`src/rtl/sprite_pkg.sv`:
```
// Shared types and geometry for the sprite RAM loader.
// One sprite is a 16x16 raster stored at {sid, y[3:0], x[3:0]}.
package sprite_pkg;

    typedef enum logic [1:0] {
        IDLE       = 2'd0,
        WAIT_BLANK = 2'd1,
        LOAD       = 2'd2,
        DONE       = 2'd3
    } loader_state_t;

    localparam int H_SIZE        = 16;
    localparam int V_SIZE        = 16;
    localparam int SPRITE_PIXELS = H_SIZE * V_SIZE;

endpackage

```
`src/rtl/sprite_ram_loader.sv`:
```
// Streams one 16x16 sprite frame into sprite RAM, writing only while
// the display is in vertical blanking so a frame is never torn.
module sprite_ram_loader
    import sprite_pkg::*;
#(
    parameter int CD       = 12,
    parameter int ADDR     = 10,
    parameter int V_ACTIVE = 480
) (
    input  logic            clk,
    input  logic            reset_n,
    input  logic            cmd_valid,
    output logic            cmd_ready,
    input  logic [1:0]      cmd_sid,
    input  logic            abort,
    input  logic            px_valid,
    output logic            px_ready,
    input  logic [CD-1:0]   px_data,
    input  logic [10:0]     y,
    output logic            we,
    output logic [ADDR-1:0] addr_w,
    output logic [CD-1:0]   pixel_out,
    output logic            busy,
    output logic            done
);

    localparam logic [10:0] V_ACT    = 11'(V_ACTIVE);
    localparam logic [7:0]  LAST_IDX = 8'(SPRITE_PIXELS - 1);

    loader_state_t state;
    loader_state_t state_nx;

    logic [1:0] sid_reg;
    logic [7:0] cnt;
    logic       blank;
    logic       cmd_hs;
    logic       px_hs;
    logic       last_px;

    assign blank   = (y >= V_ACT);
    assign last_px = (cnt == LAST_IDX);

    assign cmd_ready = (state == IDLE);
    assign px_ready  = (state == LOAD) && blank && !abort;
    assign busy      = (state != IDLE);

    assign cmd_hs = cmd_valid && cmd_ready;
    assign px_hs  = px_valid && px_ready;

    always_comb begin
        state_nx = state;
        unique case (state)
            IDLE: begin
                if (cmd_hs)
                    state_nx = WAIT_BLANK;
            end
            WAIT_BLANK: begin
                if (abort)
                    state_nx = IDLE;
                else if (blank)
                    state_nx = LOAD;
            end
            LOAD: begin
                if (abort)
                    state_nx = IDLE;
                else if (px_hs && last_px)
                    state_nx = DONE;
                else if (!blank)
                    state_nx = WAIT_BLANK;
            end
            DONE: begin
                // Stay until the registered done pulse has been shown.
                if (abort || done)
                    state_nx = IDLE;
            end
            default: state_nx = IDLE;
        endcase
    end

    always_ff @(posedge clk or negedge reset_n) begin
        if (!reset_n) begin
            state   <= IDLE;
            sid_reg <= '0;
            cnt     <= '0;
        end else begin
            state <= state_nx;
            if (cmd_hs) begin
                sid_reg <= cmd_sid;
                cnt     <= '0;
            end else if (abort && state != IDLE) begin
                cnt <= '0;
            end else if (px_hs) begin
                cnt <= cnt + 8'd1;
            end
        end
    end

    always_ff @(posedge clk or negedge reset_n) begin
        if (!reset_n) begin
            we        <= 1'b0;
            addr_w    <= '0;
            pixel_out <= '0;
            done      <= 1'b0;
        end else begin
            we   <= px_hs;
            done <= (state == DONE) && !done && !abort;
            if (px_hs) begin
                addr_w    <= ADDR'({sid_reg, cnt});
                pixel_out <= px_data;
            end
        end
    end

endmodule

```
`config.mk`:
```
export PLATFORM = sky130hd
export DESIGN_NAME = sprite_ram_loader
export DESIGN_NICKNAME = d
export VERILOG_FILES = /design/src/rtl/sprite_pkg.sv /design/src/rtl/sprite_ram_loader.sv
export SDC_FILE = /design/constraint.sdc
export NUM_CORES = 1
export LEC_CHECK = 0
export BUFFER_PORTS_ARGS = -buffer_cell sky130_fd_sc_hd__clkbuf_2
export CORE_AREA = 2 2 63 65
export CTS_CLUSTER_DIAMETER = 80
export CTS_CLUSTER_SIZE = 40
export DETAILED_ROUTE_END_ITERATION = 8
export DIE_AREA = 0 0 65 67
export PLACE_DENSITY = 0.71
export SYNTH_ARGS = -nofsm -noshare
export SYNTH_HDL_FRONTEND = slang
export SYNTH_SLANG_ARGS = --single-unit
```
`constraint.sdc`:
```
create_clock -name clk -period 1.9 [get_ports clk]
set_input_delay 0.38 -clock clk [delete_from_list [all_inputs] [get_ports clk]]
set_output_delay 0.38 -clock clk [all_outputs]
set_load 0.01 [all_outputs]
```
---- Word-level counts from Yosys, hierarchy flattened ----
Index checks and enable logic that the tools add are counted.
word-level totals
  bits in registers ....................... 36
  bits of input ports ..................... 30
  output and inout bits ................... 27
  word-level logic and storage cells ...... 43
operators by class
  add/sub/neg operators ................... 1
  $lt $le $gt $ge ......................... 1
  equality and inequality tests ........... 8
  mux-type cells .......................... 11
  reduce and logical (&&, ||, !) cells .... 15
operator list
  operator               count
  $mux W8                3
  $mux W2                7
  $ge A11 B9 Y1 const B  1
  $add A8 B1 Y8 const B  1
  $eq A8 B8 Y1 const B   1
  $logic_and A1 B1 Y1    8
  $pmux W2 S4            1
  $eq A2 B2 Y1 const B   2
  $ne A4 B3 Y1 const B   1
  $reduce_and A4 Y1      1
  $ne A3 B3 Y1 const B   1
  $reduce_bool A3 Y1     1
  $eq A2 B1 Y1 const B   1
  $logic_not A1 Y1       2
  $logic_not A2 Y1       1
  $ne A2 B1 Y1 const B   1
  $ne A2 B2 Y1 const B   1
  $reduce_bool A2 Y1     1
  $logic_or A1 B1 Y1     1

---- Longest topological paths before layout ----
  depth in word-level cells ............... 8
  depth in mapped cells ................... 7
  mapped depth without buffers ............ 5

---- Least setup slack after synthesis ----
OpenSTA, ideal clock, no wires.
  path type ............................... input -> register
  start ................................... input y[8]
  end ..................................... register cnt[7]
  setup time .............................. 77 ps
  arrival time ............................ 1,560 ps
  data required time ...................... 1,823 ps
  path slack .............................. 262 ps
  stages on the path ...................... 4
  buffers on the path ..................... 0
  cell sequence ........................... nand4_2 > a2111o_1 > or4_1 > a21oi_1
between the ends
  cells in the longest elaborated chain, start to end .. 5
ends and longest elaborated chain
  what                                 RTL line                 RTL
  from (decl)                          sprite_ram_loader.sv:19  input logic [10:0] y,
  $ge A11 B9 Y1                        sprite_ram_loader.sv:40  assign blank = (y >= V_ACT);
  $logic_and A1 B1 Y1 (2 in a row)     sprite_ram_loader.sv:44  assign px_ready = (state == LOAD) && blank && !abort;
  $logic_and A1 B1 Y1                  sprite_ram_loader.sv:48  assign px_hs = px_valid && px_ready;
  $reduce_bool A3 Y1 (no source line)  n/a
  to (signal assigned)                 sprite_ram_loader.sv:93  cnt <= cnt + 8'd1;
  to (decl)                            sprite_ram_loader.sv:34  logic [7:0] cnt;
Every way passes these cells.
A chain may end at the register's enable or synchronous reset.

---- Worst setup path after layout ----
  start ................................... register state[0]
  end ..................................... output px_ready
between the ends
  cells in the longest elaborated chain, start to end .. 3
ends and longest elaborated chain
  what                              RTL line                 RTL
  from (decl)                       sprite_ram_loader.sv:30  loader_state_t state;
  from (signal assigned)            sprite_ram_loader.sv:86  state <= state_nx;
  $eq A2 B2 Y1                      sprite_ram_loader.sv:44
  $logic_and A1 B1 Y1 (2 in a row)  sprite_ram_loader.sv:44
  to (decl)                         sprite_ram_loader.sv:17  output logic px_ready,
Every way passes these cells.

==> key figures <==
Outcome
  • Status: finished clean

Synthesis
  • FFs w/ async S/R, synth: 100.0%
  • Syn Std Cell Area: 1574 µm²
  • Ys Warns: 0
  • Post-Synthesis Cells: 168
  • Leading cell types by count after synthesis: nand2_1, dfrtp_1, nor2_1
  • Top cells by area, synth: dfrtp_1, nand2_1, nor2_1, xnor2_1, buf_6
  • Number of enable flip-flop cells after synthesis: 0
  • Ys flop type: dfrtp_1
  • Syn_nets: 199
  • Sequential fraction of the synthesis area: 57.23%
  • Distinct cells, synth: 35
  • Cell with the most instances after synthesis: nand2_1
  • Yosys top cell by area: dfrtp_1
  • Synth top area share: 57.23%
  • Avg Synthesized Cell Area: 9.369 µm²
  • #FFs+latches synth: 36

STA
  • Final TNS setup: 0 ns
  • Final Hold Viols: 0
  • Fin crit share: 95.03%
  • Fmax: 0.5538 GHz
  • Slew @ Worst Pin: 0.4842 ns
  • Unrepaired setup endpoints after global routing: false
  • Setup Skew: 0.007956 ns
  • Worst slew margin: 67.52%
  • Fin. max-slew vios: 0
  • Tmin final: 1.806 ns
  • Final setup fails: 0

Layout
  • Biggest regs: pixel_out: 12 flops, addr_w: 10 flops, cnt: 8 flops
  • Largest Register: pixel_out
  • Layout Nets: 258
  • Max FFs per register: 12
  • Synthesis-to-layout area growth: 29.25%
  • Layout cells sized above 1: 32.89%
  • Fill cells: 333
  • Non-filler cells, final: 276
  • Final Instance Area: 2034 µm²
  • Antenna Cells: 0

Floorplan
  • I/O pin count: 57
  • Die span in x: 65 µm
  • Initial core utilization: 43.65%
  • Num rows: 22
  • Die Ht: 67 µm
  • Die area: 4355 µm²
  • Core area: 3606 µm²

Route
  • Antenna-violating nets left: 0
  • Via count: 1309
  • Vias/cell: 4.743
  • # DRC: 0
  • WL/cell: 11.34 µm
  • DR iter-0 viols: 60
  • Final WL: 3129 µm
  • First-pass DRT Iterations: 4

Placement
  • Placed cells: 268
  • Detailed Place HPWL: 2290 µm
  • Routability cong.: 0.7488
  • IO buf count: 51
  • DP Area: 1908 µm²

Critical path
  • Worst R2R Path Depth: 4
  • CP startpoint kind: register
  • Buffers and inverters on the worst path: 3
  • Crit end category: primary output
  • Crit path from: state[0]
  • Crit path max fanout: 8
  • Highest-delay cell along the critical path: a2111o_1
  • Crit path max-delay family: compound AO/OA/AOI/OAI gates
  • Setup CP Type: register to primary output
  • Crit path DAT: 1.43 ns
  • R2r startpoint: state[0]
  • Stages on worst setup path: 4
  • Crit-path cells: buf_4 > a2111o_1 > inv_1 > clkbuf_2
  • Slowest stage delay, CP: 0.40 ns
  • Data required time of the worst path: 1.52 ns

Global routing
  • Number of global-route vias before repair: 1242
  • First-pass GRT wire length: 5382 µm
  • Largest net degree at the start of global routing: 37
  • Tot GR Track Use: 16.70%
  • Total grt overflow: 0
  • Antenna violations before repair: 0

Pwr
  • VDD IR max: 608.0 µV
  • Leakage: 1.127 nW
  • Pwr dens: 1252 nW/µm²
  • Pint: 0.001765 W
  • Clock share of power: 28.2%
  • Switching Share: 30.71%
  • Sequential fraction of design power: 41.9%
  • P_sw: 0.0007822 W
  • Logic gate share of total power: 29.9%

Clocking
  • TritonCTS clock tree: done
  • Max clock buf depth: 2
  • H-tree Lvls: 2
  • PostCTS Resize Cnt: 0
  • Clock root cell: clkbuf_8
  • Clock latency on the worst-skew pair: 0.29 ns
  • Clk pin slew, worst setup/hold paths: 0.07 ns
  • Total CTS buffers: 5
  • Hold buffer count at CTS: 0
  • Sink Count: 36
  • Total setup buffers inserted after CTS: 0

Worst hold path
  • Min-Delay Path Class: primary input to asynchronous set/reset pin

Job
  • Number of max-cap violations: 0
final timing paths:
check / end / slack (ns)
max in group asynchronous: pixel_out[0] / 1.47
min reg2reg: addr_w[8] / 0.47
max reg2reg: cnt[7] / 0.23
min in group clk: pixel_out[2] / 0.28
max: px_ready / 0.09
min: cnt[5] / 0.12
per-layer routing:
metal  up-vias  share of wire, %  wire length, µm  GRT usage (%)
met4         0               1.5               47          5.585
met1       600                46             1452          19.01
li1        669                 -                -              -
met2        35                46             1444          28.35
met5         -                 0                0              0
met3         5               5.8              183          6.926
worst reg2reg max path: cells and delay by family (launching register included):
family | cells | cell delay (ns)
AO/OA/AOI/OAI | 2 | 0.56
AND/OR/NAND/NOR | 1 | 0.51
flip-flops | 1 | 0.37
buffers and inverters | 1 | 0.16
cell type report:
type | count | area (µm²) | area share (%)
Multi-Input combinational cell | 121 | 616.8 | 30.32
Timing Repair Buffer | 59 | 315.3 | 15.50
Sequential cell | 36 | 900.9 | 44.28
Clock inverter | 1 | 30.03 | 1.476
Clock buffer | 7 | 96.34 | 4.736
Inverter | 4 | 15.01 | 0.7380
Tap cell | 48 | 60.06 | 2.952
through the flow:
step / power, W / hold slack (ns) / worst slack [ns] / util [%]
after floorplan: 0.001545 / 0.08441 / 0.2623 / -
after global placement: 0.001833 / 0.4460 / 0.08680 / 52.91
after detailed placement: 0.001856 / 0.4483 / 0.06788 / 52.91
after CTS: 0.002591 / 0.1321 / 0.07466 / 56.42
after global routing: 0.002741 / 0.1482 / 0.02501 / 56.42
final: 0.002547 / 0.1204 / 0.09442 / 56.42
cells by family (layout without fill, tap and decap cells):
family	after synthesis	count (layout)	synth area share [%]
buffers and inverters	11	71	3.576
multiplexers	3	3	2.067
AO/OA/AOI/OAI	16	16	7.154
AND/OR/NAND/NOR	98	98	27.50
adder cells (fa/ha/maj)	1	1	0.7948
XOR/XNOR	3	3	1.670
flip-flops	36	36	57.23
placed cells by master (no fill, tap or decap), types with 3 or more instances in the layout:
cell type / netlist / routed
a21oi_1: 4 / 4
and3_1: 3 / 3
buf_4: 0 / 8
clkbuf_2: 0 / 51
clkbuf_8: 0 / 7
dfrtp_1: 36 / 36
nand2_1: 72 / 72
nand3_1: 4 / 4
nor2_1: 7 / 7
o31ai_1: 3 / 3
xnor2_1: 3 / 3
power groups by stage:
stage / Combinational [W] / Clock (W) / Sequential (W)
finish: 0.000761 / 0.000718 / 0.00107
global route: 0.000857 / 0.000791 / 0.00109
CTS: 0.000775 / 0.000744 / 0.00107
detailed placement: 0.000778 / 0 / 0.00108
global placement: 0.000753 / 0 / 0.00108
floorplan: 0.000406 / 0 / 0.00114
No activity file was read; power rests on OpenSTA's default activity.
